==> config.mk <==
export PLATFORM = sky130hd
export DESIGN_NAME = lzc_norm_arbiter
export DESIGN_NICKNAME = d
export VERILOG_FILES = /design/src/rtl/lzc_norm_pkg.sv /design/src/rtl/lzc16.sv /design/src/rtl/lzc_norm_arbiter.sv
export SDC_FILE = /design/constraint.sdc
export NUM_CORES = 1
export LEC_CHECK = 0
export CORE_ASPECT_RATIO = 1.25
export CORE_MARGIN = 2
export CORE_UTILIZATION = 50
export DETAILED_ROUTE_END_ITERATION = 8
export GPL_ROUTABILITY_DRIVEN = 0
export PLACE_DENSITY_LB_ADDON = 0.1
export REMOVE_ABC_BUFFERS = 1
export SLEW_MARGIN = 10
export SYNTH_ARGS = -nofsm -noshare
export SYNTH_HDL_FRONTEND = slang
export SYNTH_SLANG_ARGS = --single-unit
export TNS_END_PERCENT = 20
==> constraint.sdc <==
create_clock -name clk -period 5.8 [get_ports clk]
set_input_delay 0.87 -clock clk [delete_from_list [all_inputs] [get_ports clk]]
set_output_delay 0.87 -clock clk [all_outputs]
set_load 0.005 [all_outputs]
==> src/rtl/lzc_norm_pkg.sv <==
// Shared types and constants for the LZC normaliser/arbiter slice.
package lzc_norm_pkg;

  localparam int unsigned LZC_W = 16;
  localparam int unsigned SHW   = 5;

  typedef enum logic {
    ID_A = 1'b0,
    ID_B = 1'b1
  } req_id_e;

  localparam logic [SHW-1:0] ZERO_SHIFT = 5'd16;

  typedef struct packed {
    logic [LZC_W-1:0] op;
    req_id_e          id;
  } s1_t;

  typedef struct packed {
    logic [LZC_W-1:0] mant;
    logic [SHW-1:0]   shift;
    logic             zero;
    req_id_e          id;
  } s2_t;

endpackage

==> src/rtl/lzc16.sv <==
// 16-bit leading-zero counter; count is meaningless for an all-zero input.
module lzc16 (
  input  logic [15:0] x,
  output logic [3:0]  c
);

  // Scan upward so the highest set bit is the last one to write c.
  always_comb begin
    c = '0;
    for (int unsigned i = 0; i < 16; i++) begin
      if (x[i]) c = 4'(15 - i);
    end
  end

endmodule

==> src/rtl/lzc_norm_arbiter.sv <==
// Two-requester round-robin front end sharing one lzc16, producing normalised
// mantissas through a two-stage valid/ready pipeline.
module lzc_norm_arbiter #(
  parameter int unsigned WIDTH = 16,
  parameter int unsigned SHW   = 5
) (
  input  logic             clk,
  input  logic             reset,
  input  logic             a_valid,
  input  logic [WIDTH-1:0] a_data,
  output logic             a_ready,
  input  logic             b_valid,
  input  logic [WIDTH-1:0] b_data,
  output logic             b_ready,
  output logic             out_valid,
  input  logic             out_ready,
  output logic [WIDTH-1:0] out_mant,
  output logic [SHW-1:0]   out_shift,
  output logic             out_zero,
  output logic             out_id
);
  import lzc_norm_pkg::*;

  if (WIDTH != LZC_W) begin : g_bad_width
    $error("lzc_norm_arbiter: WIDTH must be 16 to match lzc16");
  end
  if (SHW < 5) begin : g_bad_shw
    $error("lzc_norm_arbiter: SHW must be at least 5 to represent 16");
  end

  logic    s1_valid, s2_valid;
  s1_t     s1_q, req;
  s2_t     s2_q, s2_d;
  req_id_e rr_fav;
  logic    s1_en, s2_en;
  logic    grant_a, grant_b;
  logic [3:0] lz_c;

  assign s2_en = ~s2_valid | out_ready;
  assign s1_en = ~s1_valid | s2_en;

  assign grant_a = a_valid & (~b_valid | (rr_fav == ID_A));
  assign grant_b = b_valid & (~a_valid | (rr_fav == ID_B));

  assign a_ready = grant_a & s1_en & ~reset;
  assign b_ready = grant_b & s1_en & ~reset;

  always_comb begin
    req.op = grant_b ? b_data : a_data;
    req.id = grant_b ? ID_B : ID_A;
  end

  lzc16 u_lzc (
    .x (s1_q.op),
    .c (lz_c)
  );

  // lzc16 gives no zero indication, so the all-zero operand is forced here.
  always_comb begin
    s2_d.id = s1_q.id;
    if (s1_q.op == '0) begin
      s2_d.zero  = 1'b1;
      s2_d.shift = ZERO_SHIFT;
      s2_d.mant  = '0;
    end else begin
      s2_d.zero  = 1'b0;
      s2_d.shift = {1'b0, lz_c};
      s2_d.mant  = s1_q.op << lz_c;
    end
  end

  always_ff @(posedge clk) begin
    if (reset) begin
      s1_valid <= 1'b0;
      s2_valid <= 1'b0;
      s1_q     <= '0;
      s2_q     <= '0;
      rr_fav   <= ID_A;
    end else begin
      if (s1_en) begin
        s1_valid <= grant_a | grant_b;
        s1_q     <= req;
      end
      if (a_ready | b_ready) rr_fav <= grant_a ? ID_B : ID_A;
      if (s2_en) begin
        s2_valid <= s1_valid;
        s2_q     <= s2_d;
      end
    end
  end

  assign out_valid = s2_valid;
  assign out_mant  = s2_q.mant;
  assign out_shift = SHW'(s2_q.shift);
  assign out_zero  = s2_q.zero;
  assign out_id    = s2_q.id;

endmodule
* Yosys cells after proc, flatten, opt, wreduce, memory -nomap -nowiden
Index checks and enable logic that the tools add are counted.
** Storage, ports and cells
- Bits in registers :: 43
- Bits in latches :: 0
- Bits in writable memories :: 0
- Memory bits (read-only) :: 0
- Input port bits :: 37
- Output and inout port bits :: 26
- Logic and storage cells :: 49
- Memories kept :: 0
** Cells by class
- Add/sub/neg operators :: 0
- $mul :: 0
- Div/mod/pow operators :: 0
- $lt $le $gt $ge :: 0
- Equal/unequal tests :: 0
- Shift-type cells :: 1
- Multiplexer cells :: 20
- Bitwise operators :: 18
- Reductions and logical operators :: 1
** Operator list (count)
- $mux W4 :: 16
- $mux W22 :: 1
- $logic_not A16 Y1 :: 1
- $mux W16 :: 1
- $shl A16 B4 Y16 :: 1
- $and A1 B1 Y1 :: 6
- $not A1 Y1 :: 6
- $or A1 B1 Y1 :: 6
- $mux W1 :: 2

* Longest topological paths before layout
- Word-level depth :: 18
- Mapped depth :: 10
- Gate-level depth less buffers :: 8

* Hierarchy
Synthesis repeated with hierarchy kept, for this count alone.
** Second synthesis, totals
- Cell total of the unflattened synthesis :: 283
- Area total of the unflattened synthesis :: 2459.9 µm²
** Modules (own cells, without submodules)
- lzc_norm_arbiter :: instances 1, cells an instance 252, area each 2280.9 µm², seq. area each 840.8 µm²
- lzc16 :: instances 1, cells an instance 31, area each 178.9 µm², seq. area each 0.0 µm²

* Worst setup path before layout
Ideal clock, no wire load.
- Kind :: input-to-output
- From :: input port a_valid
- To :: output port b_ready
- Arrival :: 1827 ps
- Required time :: 4930 ps
- Slack :: 3103 ps
- Stages :: 5
- Buffers on the path :: 2
- Cells stage by stage :: inv_1 o21ai_0 buf_1 buf_2 nor3_1
** Between the ends
- Cells in the longest elaborated chain, start to end :: 5
** RTL lines
- from (decl) :: line lzc_norm_arbiter.sv:9 : input logic a_valid,
- $not A1 Y1 :: line lzc_norm_arbiter.sv:43 : assign grant_b = b_valid & (~a_valid | (rr_fav == ID_B));
- $or A1 B1 Y1 :: line lzc_norm_arbiter.sv:43
- $and A1 B1 Y1 :: line lzc_norm_arbiter.sv:43
- $and A1 B1 Y1 (2 in series) :: line lzc_norm_arbiter.sv:46 : assign b_ready = grant_b & s1_en & ~reset;
- to (decl) :: line lzc_norm_arbiter.sv:14 : output logic b_ready,
No other way between the ends.

* Worst setup path in the final report
Same ends and word-level chain as after synthesis.

==> metrics.txt <==
# resized after CTS=0; final hold slack=441 ps; CP Buf/Inv Count=3; clk root buf=clkbuf_8; Worst EP required=4930 ps; CP max stage cell=o21ai_2; LEAKAGE=1.27 nW; highest clock rate=0.270 GHz; most used cell, CP=clkdlybuf4s50_1; Via Count=2,513; post-route ant nets=0; 1st-pass router iterations=4; DRC errors left=0; #FFs+latches synth=42; HP Class=flip-flop to flip-flop; TNS Setup=0 ps; hold_buf cts=0; initial core utilization=52.5%; Post-synth top flop=dfxtp_1; worst reg2reg startpoint=s1_q[14]; Die Span Y=83.4 um; Std-Cell Core Area=4800 um^2; critical path peak fanout=18; post-synth cell types=51; largest net degree at the start of global routing=36; Seq/Total Area, Yosys=33.4%; postcts setup bufs=0; Pwr Total=0.000860 W; WP depth=5; area delta synth->final=27.7%; fillers=420; mapped cell area=2520 um^2; Hold Path Origin=out_mant[5]; EDFF count, synth=0; Port Buf Inserts=62; Final setup viols=0; routed wire length=5.92 mm; CP startpoint=a_valid; Top Ports=63; Pwr Density=267 nW/um^2; routed length per instance=13.7 um; global route overflow=0; Clock Latency Late Sink=300 ps; CP Data Arrival Time=2830 ps; diodes inserted=0; design area=3220 um^2; Max Cap Violations=0; DP HPWL=4.56 mm; startpoint types=input port; asr flop ratio synth=0%; worst reg2reg endpoint=out_mant[13]; H-tree levels=2; number of global-route vias before repair=2,233; Avg Inst Size Synth=7.80 um^2; row count=28; die area=5620 um^2; CP endpoint kind=output port; nets@finish=407; clock buffer depth=2; crit-path leading delay family=buffers and inverters; period utilization=63.8%; post-synthesis cell count=323; synth warn=0; slew at the pin with the worst max-slew slack=1090 ps; worst setup path endpoint=b_ready; VDD IR max=0.148 mV; Chip Width=67.5 um; CTS sink count=42; Worst slew margin=27.3%; CP peak stage delay=830 ps; fin. max-slew vios=0; first-pass GRT wire length=9.98 mm; clock transition at the registers of the reported paths=80 ps; Worst R2R Path Depth=8; RSZ-0062 raised after global routing=false; Starting DRT DRC Count=154; Final Hold Fails=0; Final Core Density=67.0%; placed inst area=3110 um^2; status=completed; fin crit period=3700 ps; CP cell instances=clkdlybuf4s50_1 -> inv_1 -> o21ai_2 -> nor3_1 -> clkdlybuf4s50_1; Setup CP Type=input port to output port; Post-Route Skew=7.80 ps; vias per inst=5.83; CTS Buf Count=5; CTS tree=built; initial antenna violation count=0; r2r setup slk=3280 ps; layout cell share with drive strength beyond 1=6.74%; aggregate global-route resource usage=22.1%
==> sequential cells by signal, indices dropped and copies added, names as in the netlist <==
name and count:
out_id 1, out_mant 16, out_shift 5, out_valid 1
rr_fav 1, s1_q 17, s1_valid 1
==> worst register-to-register path, delay by kind of cell, from the launching register on <==
family	cells	cell delay (ps)
AND/OR/NAND/NOR	2	210
multiplexers	1	400
AO/OA/AOI/OAI	5	1260
flip-flops	1	550
==> kinds of logic (layout without fill, tap and decap cells) <==
kind of cell           after synthesis  in the layout  share of synthesized area [%]
buffers and inverters               34             82                           6.51
and+or+nand+nor                    120            120                           22.3
DFF                                 42             42                           33.4
AOI/OAI and AO/OA                  102            102                           27.9
muxes                               25             25                           9.99
==> worst min path at each step <==
stage                     slack, ps  cells past startpoint     endpoint
final                           440                      2  out_mant[5]
after global routing            480                      2  out_mant[5]
after CTS                       450                      2  out_mant[5]
after detailed placement        430                      2  out_mant[5]
after global placement          420                      2  out_mant[5]
after floorplan                 430                      2       out_id
==> area by class of cell <==
class	instances	area [um^2]	area share (%)
Clock buffer	6	72.6	2.26
Timing Repair Buffer	64	636	19.8
Clock inverter	2	37.5	1.17
Tap cell	60	75.1	2.33
Sequential cell	42	841	26.1
Multi-Input combinational cell	247	1520	47.2
Inverter	10	37.5	1.17
==> cells in the final DEF (no fill, tap or decap), drive strengths merged <==
cell type,netlist,final
a311oi,2,2
o31ai,4,4
buf,12,2
o32a,1,1
a22o,3,3
and2,3,3
a211oi,17,17
o21ai,19,19
o221ai,3,3
or4,1,1
dfxtp,42,42
inv,10,10
a2111oi,2,2
a32oi,1,1
nor2,57,57
o22ai,4,4
a221o,2,2
nand2,30,30
nor2b,3,3
a222oi,1,1
mux2,1,1
a221oi,1,1
or3,1,1
a22oi,8,8
o211ai,3,3
o2bb2ai,1,1
o21a,1,1
nor4,4,4
nand3,4,4
mux2i,24,24
bufinv,0,1
nor3,12,12
clkbuf,12,6
clkdlybuf4s50,0,62
a21o,1,1
clkinvlp,0,1
nor3b,1,1
a21oi,28,28
nand2b,4,4
==> report_power, final <==
| part | switching [W] | total, W | internal [W] |
|---|---|---|---|
| Sequential | 0.0000323 | 0.000352 | 0.000320 |
| Combinational | 0.000140 | 0.000276 | 0.000136 |
| Clock | 0.000104 | 0.000232 | 0.000129 |
==> synth_stat cells (3+ instances only) <==
master     n  area (um^2)
a211oi_1  17          128
a21oi_1   25          125
a22o_1     3         26.3
a22oi_1    8         60.1
buf_2      5         25.0
buf_6      3         33.8
clkbuf_1  12         45.0
dfxtp_1   42          841
inv_1      9         33.8
mux2i_1   24          240
nand2_1   28          105
nand2b_1   4         25.0
nand3_1    4         20.0
nor2_1    56          210
nor2b_1    3         18.8
nor3_1    11         55.1
o211ai_1   3         22.5
o21ai_0    7         35.0
o21ai_1   10         50.1
o221ai_1   3         26.3
o22ai_1    4         25.0
o31ai_1    4         30.0
==> metal layers <==
metal | wire, um | vias up | global-route usage, %
met4 | 126 | 0 | 7.42
met1 | 2510 | 1161 | 27.6
met5 | 0 | - | 0
li1 | - | 1274 | -
met2 | 3010 | 69 | 36.9
met3 | 277 | 9 | 4.34
==> metrics by stage <==
stage               instances  setup WS, ps
floorplan                 299          2150
global placement          423          2130
detailed placement        423          2070
CTS                       431          2070
global route              431          1980
finish                    431          2100
(Power assumes the default switching activity.)
